$ cat src/rtl/adpll_pkg.sv
// Shared gear encoding and per-gear PI gain constants for the ADPLL gear controller.
package adpll_pkg;

  localparam int unsigned CNT_W  = 5;
  localparam int unsigned GAIN_W = 5;

  localparam logic [1:0] GEAR_ACQ    = 2'd0;
  localparam logic [1:0] GEAR_COARSE = 2'd1;
  localparam logic [1:0] GEAR_FINE   = 2'd2;
  localparam logic [1:0] GEAR_LOCKED = 2'd3;

  localparam logic [GAIN_W-1:0] ALPHA_ACQ    = 5'd4;
  localparam logic [GAIN_W-1:0] BETA_ACQ     = 5'd8;
  localparam logic [GAIN_W-1:0] ALPHA_COARSE = 5'd2;
  localparam logic [GAIN_W-1:0] BETA_COARSE  = 5'd4;
  localparam logic [GAIN_W-1:0] ALPHA_FINE   = 5'd1;
  localparam logic [GAIN_W-1:0] BETA_FINE    = 5'd2;

  function automatic logic [GAIN_W-1:0] gear_alpha(input logic [1:0] g);
    case (g)
      GEAR_ACQ:    gear_alpha = ALPHA_ACQ;
      GEAR_COARSE: gear_alpha = ALPHA_COARSE;
      default:     gear_alpha = ALPHA_FINE;
    endcase
  endfunction

  function automatic logic [GAIN_W-1:0] gear_beta(input logic [1:0] g);
    case (g)
      GEAR_ACQ:    gear_beta = BETA_ACQ;
      GEAR_COARSE: gear_beta = BETA_COARSE;
      default:     gear_beta = BETA_FINE;
    endcase
  endfunction

endpackage

$ cat src/rtl/adpll_sat_cnt.sv
// 5-bit saturating up-counter; clear wins over increment.
module adpll_sat_cnt
  import adpll_pkg::*;
(
  input  logic             clk,
  input  logic             reset,
  input  logic             inc,
  input  logic             clr,
  output logic [CNT_W-1:0] count
);

  always_ff @(posedge clk or posedge reset) begin
    if (reset) begin
      count <= '0;
    end else if (clr) begin
      count <= '0;
    end else if (inc && (count != {CNT_W{1'b1}})) begin
      count <= count + CNT_W'(1);
    end
  end

endmodule

$ cat src/rtl/adpll_gear_ctrl.sv
// ADPLL gear-shift controller: steps PI gains ACQ->COARSE->FINE->LOCKED on sustained small error.
// Optional loss-of-lock detection back to ACQ is enabled by defining ADPLL_LOSS_DETECT_EN.
module adpll_gear_ctrl
  import adpll_pkg::*;
#(
  parameter int unsigned LOCK_CNT      = 16,
  parameter int unsigned UNLOCK_CNT    = 4,
  parameter int unsigned ERR_LOCK_TH   = 2,
  parameter int unsigned ERR_UNLOCK_TH = 8
) (
  input  logic       clk,
  input  logic       reset,
  input  logic       error_valid,
  input  logic       error_sign,
  input  logic [4:0] error,
  output logic [4:0] alpha_var,
  output logic [4:0] beta_var,
  output logic [1:0] gear,
  output logic       locked,
  output logic       integ_clear
);

  logic [1:0]       state_q;
  logic [1:0]       state_d;
  logic [CNT_W-1:0] in_cnt;
  logic             in_band;
  logic             advance;
  logic             loss;
  logic             unused_cfg;

  assign in_band = (error <= 5'(ERR_LOCK_TH));
  assign gear    = state_q;

`ifdef ADPLL_LOSS_DETECT_EN
  logic [CNT_W-1:0] out_cnt;
  logic             out_band;
  logic             integ_clear_q;

  assign out_band   = (error > 5'(ERR_UNLOCK_TH));
  assign loss       = error_valid && out_band && (state_q != GEAR_ACQ)
                      && (out_cnt == 5'(UNLOCK_CNT - 1));
  assign unused_cfg = error_sign;

  adpll_sat_cnt u_out_cnt (
    .clk   (clk),
    .reset (reset),
    .inc   (error_valid && out_band),
    .clr   (error_valid && (!out_band || loss)),
    .count (out_cnt)
  );

  // Integrator clear accompanies the drop to ACQ for exactly one cycle.
  always_ff @(posedge clk or posedge reset) begin
    if (reset) integ_clear_q <= 1'b0;
    else       integ_clear_q <= loss;
  end
  assign integ_clear = integ_clear_q;
`else
  assign loss        = 1'b0;
  assign integ_clear = 1'b0;
  assign unused_cfg  = ^{error_sign, 5'(UNLOCK_CNT), 5'(ERR_UNLOCK_TH)};
`endif

  adpll_sat_cnt u_in_cnt (
    .clk   (clk),
    .reset (reset),
    .inc   (error_valid && in_band),
    .clr   (error_valid && (!in_band || advance || loss)),
    .count (in_cnt)
  );

  // Next-gear decode; loss of lock outranks a gear advance.
  always_comb begin
    state_d = state_q;
    advance = 1'b0;
    if (loss) begin
      state_d = GEAR_ACQ;
    end else if (error_valid && in_band && (state_q != GEAR_LOCKED)
                 && (in_cnt == 5'(LOCK_CNT - 1))) begin
      advance = 1'b1;
      state_d = state_q + 2'd1;
    end
  end

  // Gains and locked are registered alongside the state so all change on one edge.
  always_ff @(posedge clk or posedge reset) begin
    if (reset) begin
      state_q   <= GEAR_ACQ;
      alpha_var <= ALPHA_ACQ;
      beta_var  <= BETA_ACQ;
      locked    <= 1'b0;
    end else begin
      state_q   <= state_d;
      alpha_var <= gear_alpha(state_d);
      beta_var  <= gear_beta(state_d);
      locked    <= (state_d == GEAR_LOCKED);
    end
  end

endmodule

$ cat config.mk
export PLATFORM = sky130hd
export DESIGN_NAME = adpll_gear_ctrl
export DESIGN_NICKNAME = d
export VERILOG_FILES = /design/src/rtl/adpll_pkg.sv /design/src/rtl/adpll_sat_cnt.sv /design/src/rtl/adpll_gear_ctrl.sv
export SDC_FILE = /design/constraint.sdc
export NUM_CORES = 1
export LEC_CHECK = 0
export BUFFER_PORTS_ARGS = -buffer_cell sky130_fd_sc_hd__buf_2
export CAP_MARGIN = 20
export CORE_AREA = 2 2 39 41
export CTS_BUF_LIST = sky130_fd_sc_hd__clkbuf_4 sky130_fd_sc_hd__clkbuf_8
export CTS_CLUSTER_DIAMETER = 200
export CTS_CLUSTER_SIZE = 28
export DETAILED_ROUTE_END_ITERATION = 10
export DIE_AREA = 0 0 41 43
export PLACE_DENSITY = 0.84
export SYNTH_ARGS = -nofsm -noshare
export SYNTH_HDL_FRONTEND = slang
export SYNTH_HIERARCHICAL = 1
export SYNTH_SLANG_ARGS = --single-unit
$ cat constraint.sdc
create_clock -name clk -period 2.12 [get_ports clk]
set_input_delay 0 -clock clk [delete_from_list [all_inputs] [get_ports clk]]
set_output_delay 0 -clock clk [all_outputs]
set_load 0.1 [all_outputs]
==> results.yml, run 1 <==
run_status:
  status: "finished clean"
die:
  start_util_pct: 44.48
  rows: 14
  die-width_um: 41
  die_h_um: 43
  ios: 23
  coreArea_um2: 1384
  die-area_um2: 1763
logic_synthesis:
  synth-edff-count: 0
  synth_top_cell_by_area: "dfrtp_1"
  ys.flop_type: "dfrtp_1"
  synthArstFlopShare_pct: 100.0
  syn_area_per_cell_um2: 10.26
  synthCells: 60
  synth_seq_cells: 10
  synth-seq-area-share_pct: 40.85
  synth_cell_type_count: 28
  synth.top_cell.area_share_pct: 36.59
  syn_area_um2: 615.6
  synth_area_leaders: "dfrtp_1 (37%), buf_4 (11%), ha_1 (6.1%)"
  yosysWarnings: 6
final_layout:
  drive_gt1_share_pct: 34.21
  fillCellCount: 143
  antennaDiodeCount: 0
  finalNetCount: 89
  syn_to_final_growth_pct: 14.23
clocking:
  tritoncts: "yes"
  cts_setup_buffers: 0
  clock_sinks: 10
  cts.htree.levels: 1
  root_buffer: "clkbuf_4"
  worstSkewPairLatency_ns: 0.26
  cts_buffer_depth: 2
  cts_resized: 0
  numCtsBuffers: 3
  hold_buffers: 1
  cts.clk_slew.worst_paths_ns: 0.06
job:
  maxCapViolations: 0
drt:
  routedWlPerCell_um: 10.95
  vias: 449
  first_pass_iters: 4
  drc: 0
  drt_iter0_drc: 5
  viasPerCell: 4.880
  wl_mm: 1.007
  antenna_left: 0
critical_path:
  r2r_start: "u_in_cnt/count[0]"
  cp-end-kind: "flip-flop"
  crit_fanout: 4
  cp.required_ns: 2.31
  crit_top_cell: "ha_1"
  cp_slowest_stage_delay_ns: 0.42
  ff2ff_path_depth: 6
  endpoint: "u_in_cnt/count[3]"
  arrival_ns: 1.89
  critPathLaunchType: "flip-flop"
  crit_slowest_cell: "dfrtp_1"
  worstSetupPathType: "flip-flop to flip-flop"
  reg2reg_to: "u_in_cnt/count[3]"
  startpoint: "u_in_cnt/count[0]"
  rrSetupSlack_ns: 0.42
  cp_cell_sequence: "ha_1 -> and3_1 -> ha_1 -> nand2b_4 -> or3_1 -> a21oi_1"
sta:
  slew_violations: 0
  setup_violations: 0
  fin_ws_ns: 0.4180
  finalCriticalPeriod_ns: 1.702
  skew_ns: 0.0006851
  grt_setup_unrepaired: "no"
  slew_headroom_pct: 61.12
  setup_tns_ns: 0
  fin_crit_sh_pct: 80.28
  worst_pin_slew_ns: 0.5781
  timing.fmax_ghz: 0.5876
  hold_viol: 0
global_routing:
  grt_max_degree: 9
  first_global_vias: 434
  grt_pass1_wl_mm: 1.669
  grt_antenna_before_repair: 0
  globalRouteTotalUtil_pct: 14.13
  globalRoute.totalOverflow: 0
power_and_ir_drop:
  ir_drop_v: 0.0002622
  powerDensity_nw_per_um2: 608.2
  power.leakage_nw: 0.3491
placed_design:
  gp_congestion: 0.7655
  dp_slack_ns: 0.4182
  hpwl_um: 803.5
  portBuffers: 16
worst_hold_path:
  hold_class: "input pin to flip-flop"
worst max-delay path, delay by kind of cell (launching register included):
kind	cells	cell delay, ns
compound gates	1	0.14
fa+ha+maj	2	0.41
flops	1	0.42
simple gates	3	0.65
worst min-delay path by stage:
stage	start	endpoint	slack (ns)	cells past startpoint
5_1_grt	error_valid	beta_var[3]	0.12	4
3_3_place_gp	reset	beta_var[2]	-0.09	2
2_1_floorplan	reset	beta_var[1]	-0.22	1
6_report	error_valid	beta_var[3]	0.11	4
4_1_cts	error_valid	beta_var[3]	0.09	4
3_5_place_dp	reset	beta_var[2]	-0.08	2
Yosys cell counts (2+ instances only):
library cell and number:
buf_4 9, dfrtp_1 9, nand2_1 5, inv_1 4, a21oi_1 3, ha_1 3
nand3b_1 2, nor2_1 2, o31ai_1 2, or4_1 2, xnor2_1 2
flip-flops by register name, summed over array words and instances (netlist names):
name	cells
u_in_cnt/count	5
gear	1
locked	1
beta_var	3
cells in the final DEF, fill, tap and decap left out:
cell           instances
xnor2_1                2
inv_1                  4
nor2_1                 2
nand3_1                1
nand3b_1               2
nand2_2                1
ha_1                   3
conb_1                 5
o21ai_0                1
or3_1                  1
a21oi_1                3
nor2_2                 1
nand2b_4               1
dfrtp_1                9
buf_2                 16
xor2_1                 1
and2b_2                1
and4b_1                1
o2bb2ai_1              1
nor3_1                 1
or4_1                  2
mux2_1                 1
and3_1                 1
o31ai_1                2
dfstp_2                1
a2111oi_4              1
nand2_1                5
dlygate4sd3_1          1
clkbuf_4               4
a21boi_0               1
cells by family after synthesis:
| group | share of synthesized area (%) |
|---|---|
| xor gates and xnor gates | 4.269 |
| muxes | 1.829 |
| and+or+nand+nor | 20.12 |
| DFF | 40.86 |
| AOI/OAI and AO/OA | 12.80 |
| other | 0.6092 |
| buffers and inverters | 13.41 |
| adders and majority gates | 6.098 |
power by group:
group	internal (mW)	total (mW)	switching (mW)
Combinational	0.0125	0.0820	0.0695
Clock	0.0855	0.150	0.0648
Sequential	0.193	0.195	0.00207
Total	0.291	0.428	0.136
per-stage QoR:
| step | std cells | hold WS, ns | power (mW) | util, % | area [um^2] |
|---|---|---|---|---|---|
| floorplan | 64 | -0.2222 | 0.2739 | - | 630.6 |
| global placement | 87 | -0.08903 | 0.2790 | 47.92 | 663.1 |
| detailed placement | 87 | -0.07768 | 0.2800 | 47.92 | 663.1 |
| CTS | 92 | 0.09289 | 0.4376 | 50.81 | 703.2 |
| global route | 92 | 0.1197 | 0.4485 | 50.81 | 703.2 |
| finish | 92 | 0.1058 | 0.4276 | 50.81 | 703.2 |
cell type report:
cell class                      instances  area, um^2  area share (%)
Sequential cell                        10       251.5           35.77
Multi-Input combinational cell         41       296.5           42.17
Inverter                                4       15.01           2.135
Timing Repair Buffer                   17       90.09           12.81
Tap cell                               16       20.02           2.847
Clock buffer                            4       30.03           4.270
routing by layer:
layer / global-route usage [%] / wire [um]
met3: 4.712 / 62
met2: 24.06 / 573
met5: 0 / 0
met4: 7.333 / 0
met1: 14.05 / 371
No activity file was read; power rests on OpenSTA's default activity.
==> run 2: changes to the inputs <==
--- a/config.mk
+++ b/config.mk
@@ -7,12 +7,11 @@
 export LEC_CHECK = 0
 export BUFFER_PORTS_ARGS = -buffer_cell sky130_fd_sc_hd__buf_2
 export CAP_MARGIN = 20
-export CORE_AREA = 2 2 39 41
+export CORE_UTILIZATION = 44
 export CTS_BUF_LIST = sky130_fd_sc_hd__clkbuf_4 sky130_fd_sc_hd__clkbuf_8
 export CTS_CLUSTER_DIAMETER = 200
 export CTS_CLUSTER_SIZE = 28
 export DETAILED_ROUTE_END_ITERATION = 10
-export DIE_AREA = 0 0 41 43
 export PLACE_DENSITY = 0.84
 export SYNTH_ARGS = -nofsm -noshare
 export SYNTH_HDL_FRONTEND = slang
==> constraint.sdc (replaced) <==
create_clock -name clk -period 1.4 [get_ports clk]
set_input_delay 0 -clock clk [delete_from_list [all_inputs] [get_ports clk]]
set_output_delay 0 -clock clk [all_outputs]
set_load 0.1 [all_outputs]
==> run 2 against run 1 <==
Effect of this change: the flow now finishes with violations (negative setup slack); via count rose by 27%; core utilization rose by 20 points; clock skew barely moved; first-iteration DRC count rose by 60%; sequential power rose by 51%; setup slack got worse by 0.62 ns; critical path depth fell by 1; sequential share of layout area fell by 7.6 points; largest cell class unchanged; largest power group unchanged.
==> results.yml, run 2 (synthesized netlist as in run 1, its figures left out) <==
clocking:
  cts.clk_slew.worst_paths_ns: 0.08
  worstSkewPairLatency_ns: 0.26
  cts_buffer_depth: 2
  cts.htree.levels: 1
  numCtsBuffers: 3
  clock_sinks: 10
  tritoncts: "yes"
  root_buffer: "clkbuf_4"
die:
  coreArea_um2: 1301
  ios: 23
  rows: 13
  start_util_pct: 47.31
  die_h_um: 39.41
  die-area_um2: 1553
  die-width_um: 39.41
global_routing:
  grt.met1_usage_pct: 23.94
  grt_util_met2_pct: 37.70
  globalRoute.totalOverflow: 0
  globalRouteTotalUtil_pct: 22.14
  first_global_vias: 475
  busiest_layer: "met2"
  grt_antenna_before_repair: 0
  use_met3_pct: 5.682
  grt_pass1_wl_mm: 2.132
  grt_max_degree: 8
final_layout:
  finalNetCount: 102
  largest_reg_flops: 5
  final_cell_mix: "buf_2 (16), buf_4 (9), dfrtp_1 (7)"
  top_regs: "u_in_cnt/count: 5 flops, beta_var: 3 flops"
  syn_to_final_growth_pct: 49.59
  antennaDiodeCount: 0
  drive_gt1_share_pct: 61.80
  fin_cells: 104
  final_common_cell: "buf_2"
  regMostFlops: "u_in_cnt/count"
critical_path:
  cp-end-kind: "flip-flop"
  critPathLaunchType: "flip-flop"
  ff2ff_path_depth: 5
  crit_fanout: 3
  cp.required_ns: 1.55
  arrival_ns: 1.75
  worstSetupPathType: "flip-flop to flip-flop"
drt:
  first_pass_iters: 4
  wl_mm: 1.533
  vias: 570
  viasPerCell: 5.481
  drc: 0
  drt_iter0_drc: 8
  routedWlPerCell_um: 14.74
  antenna_left: 0
placed_design:
  placed_cells: 96
  hpwl_um: 967
  gp_congestion: 0.8818
  portBuffers: 16
sta:
  hold_viol: 0
  fin_crit_sh_pct: 114.4
  grt_setup_unrepaired: "yes"
  finalCriticalPeriod_ns: 1.602
  skew_ns: 0.001044
  slew_violations: 0
  setup_violations: 10
  timing.fmax_ghz: 0.6243
  fin_ws_ns: -0.2019
power_and_ir_drop:
  powerDensity_nw_per_um2: 767.8
  power.leakage_nw: 0.4225
  ir_drop_v: 0.0006599
  power_mw: 0.7071
run_status:
  violations: "negative setup slack"
  status: "finished, violations left"
worst_hold_path:
  whs_path_depth: 4
  hold_class: "input pin to flip-flop"
job:
  maxCapViolations: 0
==> run 2: changes by cell type in the layout (fill, tap and decap cells not counted), sizes merged <==
cell,delta
buf,+13
==> run 2: area by class of cell <==
class	count	area (um^2)
sequential	10	259.0
inverter	4	15.01
timing repair buffer	30	202.7
tap	15	18.77
fill	94	380.4
clock buffer	4	36.28
multi-input combinational	41	389.1
==> run 2: what timing repair did <==
item	CTS	global route
endpoints found under the setup margin	10	10
hold buffers	1	0
buffers inserted	3	0
gates resized for setup	6	11
hold endpoints to repair	10	0
pin swaps	5	7
==> run 2: metal layers <==
layer / up-vias / wire length (um)
li1: 254 / -
met1: 270 / 602
met2: 40 / 772
met3: 6 / 119
met4: 0 / 39
met5: - / 0
==> run 2: worst max-delay path: stages (launching register included) <==
cell and delay (ns):
dfrtp_4 0.49, ha_4 0.16, nand3b_1 0.24, buf_6 0.18, nor2_4 0.10, mux2_4 0.31
==> run 2: path summary, 6_finish.rpt <==
kind / startpoint / end / slack, ns
max in group asynchronous: reset / beta_var[3] / 0.99
worst max register to register: beta_var[1] / beta_var[1] / -0.20
worst max-delay path: beta_var[1] / beta_var[1] / -0.20
worst min register to register: u_in_cnt/count[3] / u_in_cnt/count[3] / 0.61
min in group asynchronous: reset / u_in_cnt/count[3] / 0.17
worst min-delay path: error_valid / beta_var[3] / 0.16
==> run 2: through the flow <==
| step | worst slack [ns] | area, um^2 | hold WS [ns] | util [%] | TNS, ns |
|---|---|---|---|---|---|
| 2_1_floorplan | -0.2835 | 664.4 | -0.2222 | - | -1.750 |
| 3_3_place_gp | -0.1177 | 770.7 | -0.09228 | 59.23 | -0.4401 |
| 3_5_place_dp | -0.1970 | 770.7 | -0.08533 | 59.23 | -0.5936 |
| 4_1_cts | -0.1593 | 872.1 | 0.08804 | 67.02 | -1.141 |
| 5_1_grt | -0.2269 | 920.9 | 0.1562 | 70.77 | -1.882 |
| 6_report | -0.2019 | 920.9 | 0.1630 | 70.77 | -1.581 |
==> run 2: power breakdown <==
part           internal, mW  switching (mW)
Sequential            0.293         0.00184
Clock                 0.158           0.111
Combinational        0.0300           0.114
